`src/rtl/dev_defs.sv`:
```
// Shared definitions for the memory-mapped timer: register offsets, FSM states, CTRL layout.
// Pure declarations, no logic; imported by the timer and bus-facing device models.
// No flow control; constants and types only.
package dev_defs;

    localparam logic [1:0] TIM_CTRL   = 2'd0;
    localparam logic [1:0] TIM_PRESET = 2'd1;
    localparam logic [1:0] TIM_COUNT  = 2'd2;
    localparam logic [1:0] TIM_RSVD   = 2'd3;

    typedef enum logic [1:0] {
        IDLE = 2'd0,
        LOAD = 2'd1,
        CNT  = 2'd2,
        INT  = 2'd3
    } tim_state_e;

    localparam logic [1:0] MODE_ONESHOT = 2'b00;
    localparam logic [1:0] MODE_RELOAD  = 2'b01;

    localparam int CTRL_EN      = 0;
    localparam int CTRL_MODE_LO = 1;
    localparam int CTRL_MODE_HI = 2;
    localparam int CTRL_IM      = 3;
    localparam int CTRL_W       = 4;

    // Field order matches the bit positions above: im=[3], mode=[2:1], en=[0].
    typedef struct packed {
        logic       im;
        logic [1:0] mode;
        logic       en;
    } ctrl_t;

    // Mode codes 1x fall back to one-shot, so only the exact reload code reloads.
    function automatic logic is_reload(input ctrl_t c);
        return c.mode == MODE_RELOAD;
    endfunction

endpackage

```
`src/rtl/be_merge.sv`:
```
// Byte-lane merge: each lane takes wdata when its strobe is set, otherwise keeps old_dat.
// Purely combinational, zero latency.
// No flow control; the caller decides when the merged value is committed.
module be_merge #(
    parameter int W = 32
) (
    input  logic [W-1:0]   old_dat,
    input  logic [W-1:0]   wdata,
    input  logic [W/8-1:0] byteen,
    output logic [W-1:0]   new_dat
);

    always_comb begin
        new_dat = old_dat;
        for (int i = 0; i < W / 8; i++) begin
            if (byteen[i]) begin
                new_dat[8*i +: 8] = wdata[8*i +: 8];
            end
        end
    end

endmodule

```
`src/rtl/dev_timer.sv`:
```
// Memory-mapped down-counting timer with CTRL/PRESET/COUNT registers and a maskable irq.
// Reads are combinational from addr; writes commit on the clock edge; irq is first high PRESET+3 edges after EN is set.
// Never stalls the bus: every access completes in the cycle it is presented.
module dev_timer
    import dev_defs::*;
#(
    parameter logic [31:0] BASE_ADDR = 32'h0000_7F00,
    parameter int          COUNT_W   = 32
) (
    input  logic        clk,
    input  logic        reset,
    input  logic [31:0] addr,
    input  logic [31:0] wdata,
    input  logic [3:0]  byteen,
    output logic [31:0] rdata,
    output logic        irq
);

    localparam logic [COUNT_W-1:0] CNT_ONE = COUNT_W'(1);

    tim_state_e          state;
    ctrl_t               ctrl;
    logic [COUNT_W-1:0]  preset;
    logic [COUNT_W-1:0]  count;
    logic                pending;

    logic                hit;
    logic [1:0]          offset;
    logic                wr_en;
    logic                wr_ctrl;
    logic                wr_preset;

    ctrl_t               ctrl_hw;
    logic [31:0]         ctrl_merged;
    logic [COUNT_W-1:0]  preset_merged;
    logic                term_evt;
    logic                pend_clr;

    logic                unused_addr_lsb;
    logic                unused_ctrl_hi;

    assign hit       = (addr[31:4] == BASE_ADDR[31:4]);
    assign offset    = addr[3:2];
    assign wr_en     = hit && (byteen != 4'b0000);
    assign wr_ctrl   = wr_en && (offset == TIM_CTRL);
    assign wr_preset = wr_en && (offset == TIM_PRESET);

    assign unused_addr_lsb = ^addr[1:0];
    assign unused_ctrl_hi  = ^ctrl_merged[31:CTRL_W];

    // Hardware EN clear is applied first; CPU bytes merged on top override it.
    always_comb begin
        ctrl_hw = ctrl;
        if (state == INT && !is_reload(ctrl)) begin
            ctrl_hw.en = 1'b0;
        end
    end

    be_merge #(.W(32)) u_ctrl_merge (
        .old_dat ({{(32 - CTRL_W){1'b0}}, ctrl_hw}),
        .wdata   (wdata),
        .byteen  (byteen),
        .new_dat (ctrl_merged)
    );

    be_merge #(.W(COUNT_W)) u_preset_merge (
        .old_dat (preset),
        .wdata   (wdata[COUNT_W-1:0]),
        .byteen  (byteen[COUNT_W/8-1:0]),
        .new_dat (preset_merged)
    );

    assign term_evt = (state == CNT) && ctrl.en && (count == '0);
    assign pend_clr = wr_ctrl || wr_preset || (state == INT && is_reload(ctrl));

    always_ff @(posedge clk or negedge reset) begin
        if (!reset) begin
            state   <= IDLE;
            ctrl    <= '0;
            preset  <= '0;
            count   <= '0;
            pending <= 1'b0;
        end else begin
            if (wr_ctrl) begin
                ctrl <= ctrl_t'(ctrl_merged[CTRL_W-1:0]);
            end else begin
                ctrl <= ctrl_hw;
            end

            if (wr_preset) begin
                preset <= preset_merged;
            end

            // Terminal-count event beats a same-edge software clear.
            if (term_evt) begin
                pending <= 1'b1;
            end else if (pend_clr) begin
                pending <= 1'b0;
            end

            unique case (state)
                IDLE: begin
                    if (ctrl.en) begin
                        state <= LOAD;
                    end
                end
                LOAD: begin
                    count <= preset;
                    state <= CNT;
                end
                CNT: begin
                    if (!ctrl.en) begin
                        state <= IDLE;
                    end else if (count == '0) begin
                        state <= INT;
                    end else begin
                        count <= count - CNT_ONE;
                    end
                end
                INT: begin
                    if (is_reload(ctrl)) begin
                        state <= LOAD;
                    end else begin
                        state <= IDLE;
                    end
                end
            endcase
        end
    end

    always_comb begin
        rdata = 32'h0;
        if (hit) begin
            unique case (offset)
                TIM_CTRL:   rdata = {{(32 - CTRL_W){1'b0}}, ctrl};
                TIM_PRESET: rdata = 32'(preset);
                TIM_COUNT:  rdata = 32'(count);
                TIM_RSVD:   rdata = 32'h0;
            endcase
        end
    end

    assign irq = pending && ctrl.im;

endmodule

```
`config.mk`:
```
export PLATFORM = sky130hd
export DESIGN_NAME = dev_timer
export DESIGN_NICKNAME = d
export VERILOG_FILES = /design/src/rtl/dev_defs.sv /design/src/rtl/be_merge.sv /design/src/rtl/dev_timer.sv
export SDC_FILE = /design/constraint.sdc
export NUM_CORES = 1
export LEC_CHECK = 0
export ABC_AREA = 1
export CORE_ASPECT_RATIO = 1.5
export CORE_MARGIN = 4
export CORE_UTILIZATION = 40
export DETAILED_ROUTE_END_ITERATION = 12
export MAX_ROUTING_LAYER = met4
export PLACE_DENSITY = 0.74
export SYNTH_ARGS = -nofsm -noshare
export SYNTH_HDL_FRONTEND = slang
export SYNTH_SLANG_ARGS = --single-unit
```
`constraint.sdc`:
```
create_clock -name clk -period 4.53 [get_ports clk]
set_input_delay 0.906 -clock clk [delete_from_list [all_inputs] [get_ports clk]]
set_output_delay 0.906 -clock clk [all_outputs]
set_load 0.02 [all_outputs]
```
==> Implementation_results.wiki, run 1 <==
{| class="wikitable"
! Metric !! Value
|-
| Result of the run || complete, no violations
|-
| Utilization of the core after routing || 0.525
|-
| Crit path DAT || ~3.1 ns
|-
| Number of search-and-repair iterations in the first detailed-routing pass || 5
|-
| Count of nets left with antenna violations after detail routing || 0
|-
| Unrepaired setup endpoints after global routing || no
|-
| Root buffer cell || clkbuf_16
|-
| Standby leakage power || between 0.003 and 0.004 uW
|-
| Resized cells post-CTS || 0
|-
| Sum of overflow across all layers after global routing || 0
|-
| Number of global-route vias before repair || around 5.2k
|-
| Syn-to-layout area delta || 27.2%
|-
| # clock sinks || between 70 and 80
|-
| Hold buffers post-CTS || 0
|-
| Slew Viols, Final || 0
|-
| Port Buffers || 100
|-
| Slew margin rel. || 0.445
|-
| Tightest Hold Check Type || flip-flop to flip-flop
|-
| Fin Setup TNS || 0 ns
|-
| Worst Max-Slew Pin Slew || around 0.83 ns
|-
| DRC violation count after routing || 0
|-
| Final HPWL DP || roughly 11000 um
|-
| Net Count, Synth || around 830
|-
| Die area || 14400 um^2
|-
| Pwr dens || 228 nW/um^2
|-
| Crit path required time || around 3.6 ns
|-
| Initial antenna violation count || 0
|-
| Cts bufs inserted || 9
|-
| Pin count of the biggest net entering global routing || between 40 and 50
|-
| Endpoints failing setup || 0
|-
| Global placer's final weighted congestion || roughly 0.9
|-
| DR vias/cell || around 5.3
|-
| Distinct cell type count after synthesis || 36
|-
| Critical path peak fanout || 14
|-
| Prevailing post-synth register cell || dfrtp_1
|-
| Clock-pin slew on the worst setup and hold paths || 0.06 ns
|-
| Worst-case vdd ir drop || approximately 180 uV
|-
| Overall power of the completed layout || around 1500 uW
|-
| Count of flip-flops with a built-in enable after synthesis || 0
|-
| DRT Wirelength || ~15000 um
|-
| Total number of nets in the final design || approximately 920
|-
| Standard-cell rows || 49
|-
| Layout Skew || slightly above 0.008 ns
|-
| First-pass GRT wire length || between 20000 and 25000 um
|-
| Crit start category || primary input
|-
| Chip width || 99.4 um
|-
| Clock latency on the worst-skew pair || 0.34 ns
|-
| Async set or reset register ratio after synthesis || 1.00
|-
| GRT Overall Usage || 0.212
|-
| Synth Instances || between 700 and 800
|-
| Fillers || roughly 1.2k
|-
| Ys Warns || 0
|-
| Min Clock Period, post-route || around 4.0 ns
|-
| Proportion of layout cells with a drive suffix above 1 || 0.102
|-
| Top library cells by usage in the layout, fill and taps aside || nand2_1, clkdlybuf4s50_1, nor2_1
|-
| Detail-routed net length per standard cell || ~15 um
|-
| Core footprint || ~12000 um^2
|-
| CP Capture Type || output port
|-
| Ports || 103
|-
| Number of H-tree branching levels || 3
|-
| Vias || 5270
|-
| Number of violations reported at the end of detailed-routing iteration 0 || around 350
|-
| Most common cell after layout, fill and taps aside || nand2_1
|-
| CP Class || primary input to output port
|-
| Fin Hold WS || 0.496 ns
|-
| Sequential share of the synthesized area || 0.354
|-
| Number of synthesized register bits || approximately 70
|-
| Synthesized area per cell || ~6.6 um^2
|-
| Final hold violation count || 0
|-
| Post-CTS Repair Setup Buffers || 0
|-
| Post-synthesis instance area || between 5000 and 6000 um^2
|-
| Ant. Diodes || 0
|-
| TritonCTS clock tree || yes
|-
| Starting density of the core || 0.413
|-
| Top achievable clock speed || around 250 MHz
|-
| Final Cycle Share || 0.889
|-
| Die H || ~150 um
|-
| Number of maximum-capacitance violations || 0
|-
| Clock Path Buffers || 2
|}
## final cells by class
| type | instances | area, um^2 | area share |
|---|---|---|---|
| clock buffer | 9 | 225 | 0.0353 |
| clock inverter | 7 | 72.6 | 0.0114 |
| inverter | 58 | 218 | 0.0341 |
| multi-input combinational | 594 | 2820 | 0.443 |
| sequential | 71 | 1780 | 0.279 |
| tap | 153 | 191 | 0.0300 |
| timing repair buffer | 110 | 1070 | 0.168 |
## through the flow
stage	setup WS (ns)	instances	instance area [um^2]
CTS	0.501	1002	6380
finish	0.505	1002	6380
global route	0.381	1002	6380
detailed placement	0.523	986	6080
floorplan	1.68	758	5010
global placement	0.479	986	6080
## report_power, final
part	switching (uW)	total [uW]	internal, uW	leakage [uW]
sequential	0.0000115	634	634	0.000987
combinational	46.7	103	56.7	0.00201
clock	287	714	427	0.000142
total	334	1450	1120	0.00314
## worst paths after layout
path / start / endpoint / slack (ns) / depth (start not counted)
min reg2reg: preset[30] / preset[30] / 0.50 / 2
max: addr[8] / rdata[3] / 0.51 / 9
min: preset[30] / preset[30] / 0.50 / 2
max reg2reg: state[0] / count[1] / 1.92 / 8
min in group asynchronous: reset / preset[5] / 0.63 / 1
max in group asynchronous: reset / preset[16] / 2.87 / 2
## critical path, cell delays in order
cell and delay (ns):
clkdlybuf4s50_1 0.45, nand2_1 0.04, nor2_1 0.09, nand3_1 0.07
nor2_1 0.13, nand2_2 0.25, buf_4 0.28, a31oi_1 0.22
clkdlybuf4s50_1 0.66
## cell families after synthesis
group,share of synthesized area
AO/OA/AOI/OAI,0.0819
buffers and inverters,0.0844
XOR/XNOR,0.00699
adder cells (fa/ha/maj),0.00250
AND/OR/NAND/NOR,0.470
flip-flops,0.354
## cells in the mapped netlist (4+ instances only)
cell type  number  share of area
a21oi_1        31          0.031
a31oi_1         4         0.0050
buf_1           5         0.0037
buf_2           5         0.0050
buf_6           7          0.016
clkbuf_1       16          0.012
dfrtp_1        71           0.35
inv_1          55          0.041
nand2_1       295           0.22
nand3_1        62          0.062
nand3_2         9          0.018
nand4_1        43          0.054
nor2_1         76          0.057
nor2_2          6         0.0075
nor2_4          5          0.011
o21ai_0        15          0.015
o21ai_2        13          0.023
or2_2          14          0.017
## metal layers
layer | track usage | wire, um | vias to the layer above
met4 | 0.0943 | 542 | 0
met5 | - | 0 | -
li1 | - | - | 2617
met2 | 0.363 | 7590 | 188
met3 | 0.0259 | 732 | 41
met1 | 0.246 | 5970 | 2424
## registers in the layout (all words and copies together), names as in the netlist
register / flops
pending: 1
count: 32
state: 2
ctrl: 4
preset: 32
No activity file was read; power rests on OpenSTA's default activity.
==> run 2: changes to the inputs <==
--- a/config.mk
+++ b/config.mk
@@ -8,10 +8,11 @@
 export ABC_AREA = 1
 export CORE_ASPECT_RATIO = 1.5
 export CORE_MARGIN = 4
-export CORE_UTILIZATION = 40
+export CORE_UTILIZATION = 45
+export CTS_CLUSTER_DIAMETER = 50
 export DETAILED_ROUTE_END_ITERATION = 12
 export MAX_ROUTING_LAYER = met4
-export PLACE_DENSITY = 0.74
+export PLACE_DENSITY = 0.81
 export SYNTH_ARGS = -nofsm -noshare
 export SYNTH_HDL_FRONTEND = slang
 export SYNTH_SLANG_ARGS = --single-unit
==> run 2 against run 1 <==
Non-clock buffer count is the same. Sequential cell count is the same. Clock power grew 9.1%. Cell count shrank 0.90%. Highest routed layer unchanged. Global-route usage grew 2.7 points.
==> Implementation_results.wiki, run 2 (synthesis gave the netlist of run 1 again) <==
{| class="wikitable"
! Metric !! Value
|-
| Result of the run || complete, no violations
|-
| Hold Crit Start || preset[1]
|-
| Vias || between 5k and 6k
|-
| Min Clock Period, post-route || between 3 and 4 ns
|-
| Endpoint of the worst hold path || preset[1]
|-
| FF-to-FF path depth || 8
|-
| Share of power burned in combinational logic || 0.069
|-
| Standby leakage power || about 0.0032 uW
|-
| Slew Viols, Final || 0
|-
| Chip width || 94.2 um
|-
| Global placer's final weighted congestion || 0.907
|-
| Post-CTS Repair Setup Buffers || 0
|-
| Internal power contribution || around 1200 uW
|-
| CP Capture Type || output port
|-
| Fin Setup TNS || 0 ns
|-
| Power dissipated by switching net loads || between 300 and 400 uW
|-
| Number of global-route vias before repair || approximately 5.2k
|-
| Most common cell after layout, fill and taps aside || nand2_1
|-
| Core footprint || approximately 11000 um^2
|-
| Cts bufs inserted || 9
|-
| Ant. Diodes || 0
|-
| Endpoint of the worst register-to-register path || count[1]
|-
| Top flop regs || count: 32 flops, preset: 32 flops, ctrl: 4 flops
|-
| First-pass GRT wire length || roughly 24000 um
|-
| Tightest Hold Check Type || flip-flop to flip-flop
|-
| Number of search-and-repair iterations in the first detailed-routing pass || 5
|-
| # clock sinks || 71
|-
| Clock-pin slew on the worst setup and hold paths || 0.06 ns
|-
| Number of maximum-capacitance violations || 0
|-
| Standard-cell rows || between 40 and 50
|-
| Switching share of total power || 0.216
|-
| Worst Max-Slew Pin Slew || about 0.91 ns
|-
| Critical path peak fanout || 28
|-
| Crit path DAT || 3.08 ns
|-
| Sum of overflow across all layers after global routing || 0
|-
| Count of nets left with antenna violations after detail routing || 0
|-
| Share of total power in sequential cells || 0.418
|-
| Die area || about 13000 um^2
|-
| Clock Path Buffers || 2
|-
| Count of cells along the worst hold path || 2
|-
| Slew margin rel. || 0.389
|-
| Pwr dens || 237 nW/um^2
|-
| Final Cycle Share || 0.879
|-
| Post-layout worst setup margin || around 0.55 ns
|-
| DRC violation count after routing || 0
|-
| Part of the power in the clock network || 0.513
|-
| Number of H-tree branching levels || 3
|-
| Top library cells by usage in the layout, fill and taps aside || nand2_1, clkdlybuf4s50_1, nor2_1
|-
| Initial antenna violation count || 0
|-
| Cell Chain, Critical Path || clkdlybuf4s50_1 > inv_1 > nor2_4 > buf_12 > nand2_1 > a21oi_1 > clkdlybuf4s50_1
|-
| Clock latency on the worst-skew pair || between 0.3 and 0.4 ns
|-
| GRT Overall Usage || 0.239
|-
| Die H || roughly 140 um
|-
| Number of violations reported at the end of detailed-routing iteration 0 || about 460
|-
| DRT Wirelength || approximately 14000 um
|-
| Top achievable clock speed || between 200 and 300 MHz
|-
| TritonCTS clock tree || yes
|-
| Starting density of the core || 0.466
|-
| Unrepaired setup endpoints after global routing || no
|-
| Maximum cell stage delay along the critical path || 0.66 ns
|-
| Pin count of the biggest net entering global routing || 46
|-
| Crit start category || primary input
|-
| DR vias/cell || around 5.4
|-
| Hold buffers post-CTS || 0
|-
| Total number of nets in the final design || about 920
|-
| Proportion of layout cells with a drive suffix above 1 || 0.101
|-
| CP Class || primary input to output port
|-
| Worst path slowest cell || clkdlybuf4s50_1
|-
| Register-to-register path setup slack || about 1.9 ns
|-
| Detail-routed net length per standard cell || about 15 um
|-
| Crit path required time || 3.62 ns
|-
| Worst-case vdd ir drop || between 150 and 200 uV
|-
| R2r startpoint || state[0]
|-
| Fillers || slightly below 1k
|-
| Layout Skew || a little over 0.01 ns
|-
| Endpoints failing setup || 0
|-
| Root buffer cell || clkbuf_16
|-
| Resized cells post-CTS || 0
|-
| Port Buffers || 100
|-
| Ports || a little over 100
|-
| Syn-to-layout area delta || 28.0%
|-
| Cell with the most instances on the worst path || clkdlybuf4s50_1
|-
| Final HPWL DP || between 10000 and 15000 um
|-
| Pre-CTS setup slack || ~0.57 ns
|-
| Final hold violation count || 0
|}
-- run 2: through the flow --
stage | util | hold WS [ns] | area [um^2] | instances | power (uW)
final | 0.596 | 0.493 | 6420 | 993 | 1520
after global routing | 0.596 | 0.519 | 6420 | 993 | 1550
after CTS | 0.596 | 0.496 | 6420 | 993 | 1520
after detailed placement | 0.566 | 0.481 | 6090 | 977 | 752
after global placement | 0.566 | 0.482 | 6090 | 977 | 750
after floorplan | - | 0.456 | 5010 | 758 | 669
-- run 2: worst max path at each step --
stage | from | endpoint | cells past startpoint
final | addr[2] | rdata[22] | 7
after global routing | addr[8] | rdata[22] | 9
after CTS | addr[2] | rdata[14] | 7
after detailed placement | addr[2] | rdata[14] | 7
after global placement | addr[9] | rdata[14] | 9
after floorplan | addr[27] | rdata[2] | 6
-- run 2: area by class of cell --
type / instances / area [um^2] / share of cell area
clock buffer: 11 / 243 / 0.0378
clock inverter: 5 / 81.3 / 0.0127
inverter: 58 / 218 / 0.0339
multi-input combinational: 594 / 2820 / 0.440
sequential: 71 / 1780 / 0.277
tap: 144 / 180 / 0.0281
timing repair buffer: 110 / 1100 / 0.171
-- run 2: metal layers --
layer	part of all wire	global-route usage	vias to the layer above	routed length, um
met5	0	-	-	0
met4	0.033	0.112	0	477
met3	0.059	0.0344	36	850
met2	0.51	0.398	191	7320
met1	0.40	0.285	2500	5820
li1	-	-	2618	-
-- run 2: critical path: cells and delay by family --
kind / cells / cell delay [ns]
AO/OA/AOI/OAI: 1 / 0.23
AND/OR/NAND/NOR: 2 / 0.41
buffers and inverters: 4 / 1.52
-- run 2: power by group through the flow --
stage	sequential [uW]	clock (uW)	combinational [uW]
final	634	779	105
after global routing	634	807	114
after CTS	634	782	106
after detailed placement	646	0	106
after global placement	646	0	104
after floorplan	646	0	22.8
==> run 3: changes to the inputs <==
--- a/config.mk
+++ b/config.mk
@@ -9,10 +9,10 @@
 export CORE_ASPECT_RATIO = 1.5
 export CORE_MARGIN = 4
 export CORE_UTILIZATION = 45
-export CTS_CLUSTER_DIAMETER = 50
+export CTS_CLUSTER_DIAMETER = 200
 export DETAILED_ROUTE_END_ITERATION = 12
 export MAX_ROUTING_LAYER = met4
-export PLACE_DENSITY = 0.81
+export PLACE_DENSITY = 0.72
 export SYNTH_ARGS = -nofsm -noshare
 export SYNTH_HDL_FRONTEND = slang
 export SYNTH_SLANG_ARGS = --single-unit
==> constraint.sdc (replaced) <==
create_clock -name clk -period 4.53 [get_ports clk]
set_input_delay 0.453 -clock clk [delete_from_list [all_inputs] [get_ports clk]]
set_output_delay 0.453 -clock clk [all_outputs]
set_load 0.02 [all_outputs]
==> run 3 against run 2 <==
Via count is 0.41% higher. Worst hold slack worse by 0.39 ns. Critical path type unchanged. Sequential power hardly changed. Design area is 1.6% lower. Highest routed layer unchanged. Clock power is 17% lower. Combinational power hardly changed. Power is 8.6% lower. Cell count is 0.40% lower. Sequential cell count stayed put. Largest cell class unchanged. Die area stayed put. Critical endpoint is now rdata[3].
==> Implementation_results.wiki, run 3 (synthesis gave the netlist of run 1 again) <==
{| class="wikitable"
! Metric !! Value
|-
| Clock-pin slew on the worst setup and hold paths || 0.06 ns
|-
| Ports || approximately 100
|-
| Chip width || around 94 um
|-
| Area post-placement || roughly 6000 um^2
|-
| Top flop regs || count: 32 flops, preset: 32 flops, ctrl: 4 flops
|-
| Sum of overflow across all layers after global routing || 0
|-
| Syn-to-layout area delta || 25.9%
|-
| Min Clock Period, post-route || approximately 3.4 ns
|-
| Top achievable clock speed || 294 MHz
|-
| Cell Chain, Critical Path || clkdlybuf4s50_1 > inv_1 > nor2_2 > buf_4 > nand2_1 > a31oi_1 > clkdlybuf4s50_1
|-
| Final hold violation count || 0
|-
| Count of nets left with antenna violations after detail routing || 0
|-
| Number of H-tree branching levels || 3
|-
| Final Cycle Share || 0.752
|-
| Number of maximum-capacitance violations || 0
|-
| DR vias/cell || roughly 5.4
|-
| Highest routed layer || met4
|-
| Port Buffers || 100
|-
| Tightest Hold Check Type || primary input to async pin
|-
| Met1 Routed Length || between 6000 and 7000 um
|-
| Most common cell after layout, fill and taps aside || nand2_1
|-
| Number of global-route vias before repair || about 5.3k
|-
| Hold buffers post-CTS || 0
|-
| Unrepaired setup endpoints after global routing || no
|-
| Worst-case vdd ir drop || ~180 uV
|-
| Final instance area || about 6300 um^2
|-
| Slew margin rel. || 0.363
|-
| First-pass GRT wire length || 24900 um
|-
| Layout Skew || between 0.005 and 0.006 ns
|-
| Crit start category || primary input
|-
| Final HPWL DP || ~11000 um
|-
| CP Capture Type || output port
|-
| Proportion of layout cells with a drive suffix above 1 || 0.0959
|-
| Standby leakage power || approximately 0.0031 uW
|-
| Routed wire length on met2 || approximately 7900 um
|-
| Crit path DAT || roughly 3.0 ns
|-
| Cts bufs inserted || 9
|-
| Starting density of the core || 0.466
|-
| Ant. Diodes || 0
|-
| Clock Path Buffers || 2
|-
| Met3 WL || ~750 um
|-
| Detail-routed net length per standard cell || roughly 15 um
|-
| Fin Setup TNS || 0 ns
|-
| Fillers || 1034
|-
| Total number of nets in the final design || a little over 900
|-
| Critical path peak fanout || 20
|-
| Root buffer cell || clkbuf_16
|-
| Crit path required time || between 4 and 5 ns
|-
| TritonCTS clock tree || yes
|-
| Worst Max-Slew Pin Slew || around 0.95 ns
|-
| Pin count of the biggest net entering global routing || 52
|-
| Worst path slowest cell || clkdlybuf4s50_1
|-
| # clock sinks || between 70 and 80
|-
| DRT Wirelength || 15200 um
|-
| CP Class || primary input to output port
|-
| DRC violation count after routing || 0
|-
| Die H || around 140 um
|-
| Slew Viols, Final || 0
|-
| Number of violations reported at the end of detailed-routing iteration 0 || 375
|-
| Endpoints failing setup || 0
|-
| Global placer's final weighted congestion || 0.948
|-
| Die area || between 10000 and 15000 um^2
|-
| Initial antenna violation count || 0
|-
| Post-CTS Repair Setup Buffers || 0
|-
| Resized cells post-CTS || 0
|-
| GRT Overall Usage || 0.252
|-
| Maximum cell stage delay along the critical path || 0.66 ns
|-
| Number of search-and-repair iterations in the first detailed-routing pass || 5
|-
| Clock latency on the worst-skew pair || 0.34 ns
|-
| Standard-cell rows || 46
|-
| Top library cells by usage in the layout, fill and taps aside || nand2_1, clkdlybuf4s50_1, nor2_1
|-
| Core footprint || about 11000 um^2
|-
| Pwr dens || ~220 nW/um^2
|-
| Vias || 5367
|-
| Cell with the most instances on the worst path || clkdlybuf4s50_1
|-
| Result of the run || complete, no violations
|}
run 3: cell count changes in the layout (fill, tap and decap cells not counted), sizes merged:
cell,before,now
buf,11,8
bufinv,2,0
clkbuf,11,12
clkinv,3,2
clkinvlp,1,2
run 3: metrics by stage:
stage	setup slack, ns	utilization	hold WS, ns	power [uW]	cells
after floorplan	2.59	-	0.157	669	758
final	1.12	0.586	0.100	1390	989
after global placement	1.21	0.562	0.455	749	974
after CTS	1.17	0.586	0.113	1400	989
after detailed placement	1.18	0.562	0.473	751	974
after global routing	1.00	0.586	0.135	1430	989
run 3: path summary, 6_finish.rpt:
path | cells past startpoint | slack [ns] | endpoint | startpoint
setup / recovery | 7 | 1.12 | rdata[3] | addr[3]
hold / removal | 1 | 0.10 | preset[8] | reset
setup reg to reg | 8 | 1.90 | count[2] | state[0]
hold reg to reg | 2 | 0.50 | preset[16] | preset[16]
max in group asynchronous | 2 | 3.35 | count[7] | reset
min in group clk | 2 | 0.50 | preset[16] | preset[16]
run 3: cell type report:
type                       instances  area, um^2  area share
multi-input combinational        594        2820       0.447
tap                              144         180      0.0285
timing repair buffer             107        1050       0.166
inverter                          58         218      0.0345
clock buffer                      12         246      0.0390
sequential                        71        1780       0.281
clock inverter                     3        20.0     0.00317
run 3: metal layers:
metal,up-vias,global-route usage
met3,29,0.0372
met2,180,0.430
met4,0,0.105
met1,2545,0.296
li1,2613,-
met5,-,-
run 3: report_power, final:
part / internal [uW] / total [uW] / switching, uW
logic: 56.2 / 104 / 47.7
clock network: 382 / 649 / 267
registers: 634 / 634 / 0.0000114
run 3: worst max-delay path, delay by kind of cell:
| family | cells | cell delay, ns |
|---|---|---|
| AO/OA/AOI/OAI | 1 | 0.24 |
| buffers and inverters | 4 | 1.70 |
| AND/OR/NAND/NOR | 2 | 0.55 |
==> patch 1, RTL diff (config.mk and constraints of run 3) <==
Put a register stage on the output `irq`, with the module's reset. The value now appears one clock later. The other outputs are not delayed to match. Comments in the files are not updated.
--- a/src/rtl/dev_timer.sv
+++ b/src/rtl/dev_timer.sv
@@ -141,5 +141,11 @@
     end
 
-    assign irq = pending && ctrl.im;
+    always_ff @(posedge clk or negedge reset) begin
+        if (!reset) begin
+            irq <= '0;
+        end else begin
+            irq <= pending && ctrl.im;
+        end
+    end
 
 endmodule
Formal check against the unedited RTL: not equivalent (Yosys sat finds a counterexample within 10 cycles, from zero or initial values and one cycle with reset low).
==> patch 1 against run 3 <==
Final cell count decreased by 0.61%. Highest routed layer unchanged. First-iteration DRC count down 0.53%. Power is 13% higher. Synthesized cell count decreased by 0.92%. Register-to-register slack gained 0.12 ns. Cell area rose by 0.22%. Critical path type unchanged. Routed wire length rose by 1.8%. Setup slack got worse by 0.019 ns. Global-route usage is 0.28 points higher. Sequential cell count rose by 1. Via count grew 0.20%. Synthesized area is 1.0% lower.
==> patch 1: results (changes against run 3) <==
Placed design
  – IO Port Bufs: 100 (unchanged)
  – Post-Place Worst Slack: 1.11 ns (-0.0674 ns)
  – Placer congestion estimate: 0.896 (-5.4%)
  – Post-Place Cell Area: 5990 um^2 (-0.93%)
  – DP HPWL: 11200 um (+3.1%)

Synth
  – Synth Area in Compound Gates: 8.15% (-0.039 points)
  – Post-Synthesis Net Count: 822 (-0.84%)
  – Synth Area in Adders: 0.252% (+0.0026 points)
  – Post-synthesis mux area share: 0% (unchanged)
  – Yosys warns: 0 (unchanged)
  – Post-synth ARST share: 100% (unchanged)
  – Post-Synth XOR/XNOR Area: 0.706% (+0.0074 points)
  – Synth area leaders: dfrtp_1 36%, nand2_1 22%, nand3_1 7.0%
  – Sequential share of the synthesized area: 36.3% (+0.88 points)
  – Commonest cells post-synth: 292 x nand2_1, 74 x nor2_1, 72 x dfrtp_1
  – Synth cell types: 34 (-5.6%)

Finish
  – Largest regs: count (32), preset (32), ctrl (4)
  – Share of layout cells above drive strength 1: 8.70% (-0.88 points)
  – # diodes: 0 (unchanged)
  – NumNets Final: 905 (-0.77%)

GRT
  – Total track usage: 25.5% (+0.28 points)
  – Initial antenna violation count: 0 (unchanged)
  – Pin count of the biggest net entering global routing: 46 (-12%)
  – First-pass GRT wire length: 25100 um (+0.58%)
  – Vias in the first global route: 5334 (+1.1%)

Clocking
  – Root buf cell: clkbuf_16
  – Post-CTS Setup Bufs: 0 (unchanged)
  – Insertion delay to the later sink of the worst-skew pair: 0.34 ns (about the same)
  – Clock transition at path regs: 0.06 ns (about the same)
  – Number of buffers created by CTS: 9 (unchanged)
  – Maximum buffer depth of the clock tree: 2 (unchanged)
  – CTS H-tree depth: 3 (unchanged)
  – Post-CTS resize count: 0 (unchanged)

Route
  – Wire per inst: 15.7 um (+2.5%)
  – First-pass DRT Iterations: 5 (unchanged)
  – 1st-iter DRT viols: 373 (-0.53%)
  – Vias/cell: 5.47 (+0.82%)

Worst setup path
  – CP Max Fanout: 18 (-10%)
  – Crit path largest cell delay: 0.65 ns
  – Delay-heaviest family, CP: buffers and inverters
  – CP max-delay cell: clkdlybuf4s50_1
  – Critical path arrival: 2.97 ns (+0.02 ns)

Timing
  – Slew @ Worst Pin: 0.889 ns (-0.0639 ns)
  – Final clock skew: 0.00753 ns (+0.00179 ns)

Hold path
  – Hold/Removal Path Class: in2async

Run
  – Reported max-cap violation count: 0 (unchanged)

Pwr
  – Leak: 3.13 nW (+0.62%)
  – Largest vdd supply drop: 0.000206 V (+16%)

Run status
  – Outcome: finished clean
-- patch 1: path summary, 6_finish.rpt --
| check | startpoint | endpoint | cells after the start | slack, ns |
|---|---|---|---|---|
| hold / removal | reset | preset[6] | 1 | 0.19 |
| setup reg to reg | state[0] | count[14] | 8 | 2.02 |
| hold reg to reg | pending | irq | 2 | 0.50 |
| max in group asynchronous | reset | count[14] | 2 | 3.30 |
| setup / recovery | addr[27] | rdata[20] | 8 | 1.11 |
| min in group clk | pending | irq | 2 | 0.50 |
-- patch 1: layout make-up --
cell class,instances,area (um^2)
tap,144,180
clock buffer,10,239
fill,1024,4380
sequential,72,1800
multi-input combinational,589,2750
timing repair buffer,107,1050
clock inverter,6,97.6
inverter,55,206
-- patch 1: metal layers --
metal,part of all wire (%),wire length [um],vias to the layer above,track usage (%)
li1,-,-,2591,-
met1,39,6100,2547,29.4
met2,51,7830,198,43.5
met3,6.3,972,42,3.36
met4,3.7,568,0,12.4
met5,0,0,-,-
-- patch 1: logic make-up after synthesis --
logic type / Yosys count
xor gates and xnor gates: 4
AOI/OAI and AO/OA: 70
DFF: 72
buffers and inverters: 90
and+or+nand+nor: 514
adders and majority gates: 1
-- patch 1: metrics by stage --
| stage | power (mW) | instances |
|---|---|---|
| after CTS | 1.57 | 983 |
| after floorplan | 0.678 | 751 |
| after global placement | 0.757 | 967 |
| after detailed placement | 0.759 | 967 |
| after global routing | 1.61 | 983 |
| final | 1.56 | 983 |
-- patch 1: power by group --
| part | internal (mW) | total [mW] | switching (mW) |
|---|---|---|---|
| logic | 0.0557 | 0.103 | 0.0474 |
| clock network | 0.507 | 0.818 | 0.311 |
| registers | 0.643 | 0.643 | 0.0000000133 |
| total | 1.21 | 1.56 | 0.358 |
==> patch 2, RTL diff (config.mk and constraints of run 3) <==
Without the edit above. Change the parameter `COUNT_W` from 32 to 28.
--- a/src/rtl/dev_timer.sv
+++ b/src/rtl/dev_timer.sv
@@ -6,5 +6,5 @@
 #(
     parameter logic [31:0] BASE_ADDR = 32'h0000_7F00,
-    parameter int          COUNT_W   = 32
+    parameter int          COUNT_W   = 28
 ) (
     input  logic        clk,
Behaviour: not the same (a bounded check fails within 4 cycles, from zero or initial values and one cycle with reset low).
==> patch 2 against run 3 <==
Register-to-register slack improved by 0.35 ns. Synthesized area shrank 20%. Setup slack improved by 0.17 ns. Power increased by 4.4%. Cell area decreased by 16%. Sequential cell count down 12. Routed wire length shrank 21%. Worst hold slack improved by 0.18 ns.
==> patch 2: results (changes against run 3) <==
Finish
  – NumNets Final: 792 (-13%)
  – Largest regs: count (28), preset (24), ctrl (4)
  – FILL cells: 834 (-19%)
  – Share of layout cells above drive strength 1: 4.41% (-5.2 points)

Route
  – 1st-iter DRT viols: 339 (-9.6%)
  – Drt total wl: 12000 um (-21%)
  – Routed via count: 4356 (-19%)
  – First-pass DRT Iterations: 4 (-1)
  – WL met2: 6120 um (-22%)
  – M1 wire length: 4800 um (-22%)
  – Met3 wire length: 727 um (-3.2%)

Timing
  – Slew @ Worst Pin: 0.819 ns (-0.135 ns)
  – Final clock skew: 0.00754 ns (+0.00180 ns)

Worst setup path
  – Crit Reg-Reg Startpoint: count[13]
  – Critical R2R Capture: count[3]
  – CP Max Fanout: 23 (+15%)
  – Worst Reg2Reg Path Length in Cells: 9 (+1)
  – Critical path arrival: 2.78 ns (-0.17 ns)
  – Flop2flop setup slack: 2.25 ns (+0.35 ns)

Synth
  – Synth Area in Compound Gates: 8.56% (+0.37 points)
  – Commonest cells post-synth: 266 x nand2_1, 69 x nor2_1, 59 x dfrtp_1, 59 x inv_1, 42 x nand3_1
  – Synth cell types: 29 (-19%)
  – Synth area leaders: dfrtp_1 37%, nand2_1 25%, nor2_1 6.5%
  – Sequential share of the synthesized area: 37.0% (+1.6 points)
  – Synth Area in Adders: 0.627% (+0.38 points)
  – Post-Synth XOR/XNOR Area: 1.10% (+0.40 points)

Clocking
  – Number of buffers created by CTS: 9 (unchanged)
  – Post-CTS Setup Bufs: 0 (unchanged)
  – CTS H-tree depth: 3 (unchanged)

Run status
  – Outcome: finished clean

GRT
  – Total track usage: 24.7% (-0.51 points)
  – Met2 usage: 41.8% (-1.2 points)
  – First-pass GRT wire length: 19700 um (-21%)
  – Pin count of the biggest net entering global routing: 60 (+15%)
  – GR peak layer: met2
  – Met1 track utilization from global routing: 28.2% (-1.4 points)
  – Met3 usage: 3.47% (-0.25 points)
  – Initial antenna violation count: 0 (unchanged)
  – Vias in the first global route: 4287 (-19%)

Placed design
  – DP HPWL: 8660 um (-21%)
  – Placer congestion estimate: 0.920 (-2.9%)
  – IO Port Bufs: 88 (-12%)

Pwr
  – Leak: 2.58 nW (-17%)
  – Largest vdd supply drop: 0.000206 V (+16%)
-- patch 2: through the flow --
stage	instances	hold slack (ns)	instance area, um^2	worst slack [ns]	power [mW]
3_3_place_gp	816	0.472	4920	1.35	0.626
3_5_place_dp	816	0.477	4920	1.28	0.627
4_1_cts	832	0.312	5280	1.31	1.46
6_report	832	0.277	5280	1.29	1.45
2_1_floorplan	642	0.157	4000	2.44	0.562
5_1_grt	832	0.360	5280	1.14	1.49
-- patch 2: where the power goes --
group	internal (mW)	total [mW]	switching, mW
Sequential	0.528	0.528	0.0000000232
Combinational	0.0491	0.0892	0.0401
Clock	0.581	0.832	0.251
Total	1.16	1.45	0.291
-- patch 2: logic make-up after synthesis --
family	after synthesis
AND/OR/NAND/NOR	419
buffers and inverters	88
AO/OA/AOI/OAI	65
flip-flops	59
XOR/XNOR	5
adder cells (fa/ha/maj)	2
other	1
-- patch 2: worst min path at each step --
| stage | from | to | slack (ns) | depth (start not counted) |
|---|---|---|---|---|
| 3_5_place_dp | preset[0] | preset[0] | 0.48 | 2 |
| 5_1_grt | reset | count[26] | 0.36 | 2 |
| 4_1_cts | reset | count[27] | 0.31 | 2 |
| 3_3_place_gp | preset[0] | preset[0] | 0.47 | 2 |
| 6_report | reset | count[26] | 0.28 | 2 |
| 2_1_floorplan | reset | count[0] | 0.16 | 0 |
-- patch 2: cell type report --
cell class	count	share of cell area, %
clock buffer	12	5.05
sequential	59	27.9
inverter	61	4.38
clock inverter	4	1.80
tap	107	2.53
timing repair buffer	94	17.4
multi-input combinational	495	40.9
-- patch 2: critical path, cell delays in order --
cell             delay [ns]
clkdlybuf4s50_1        0.52
nand2_1                0.16
inv_1                  0.63
nand2_1                0.14
a31oi_1                0.24
clkdlybuf4s50_1        0.64
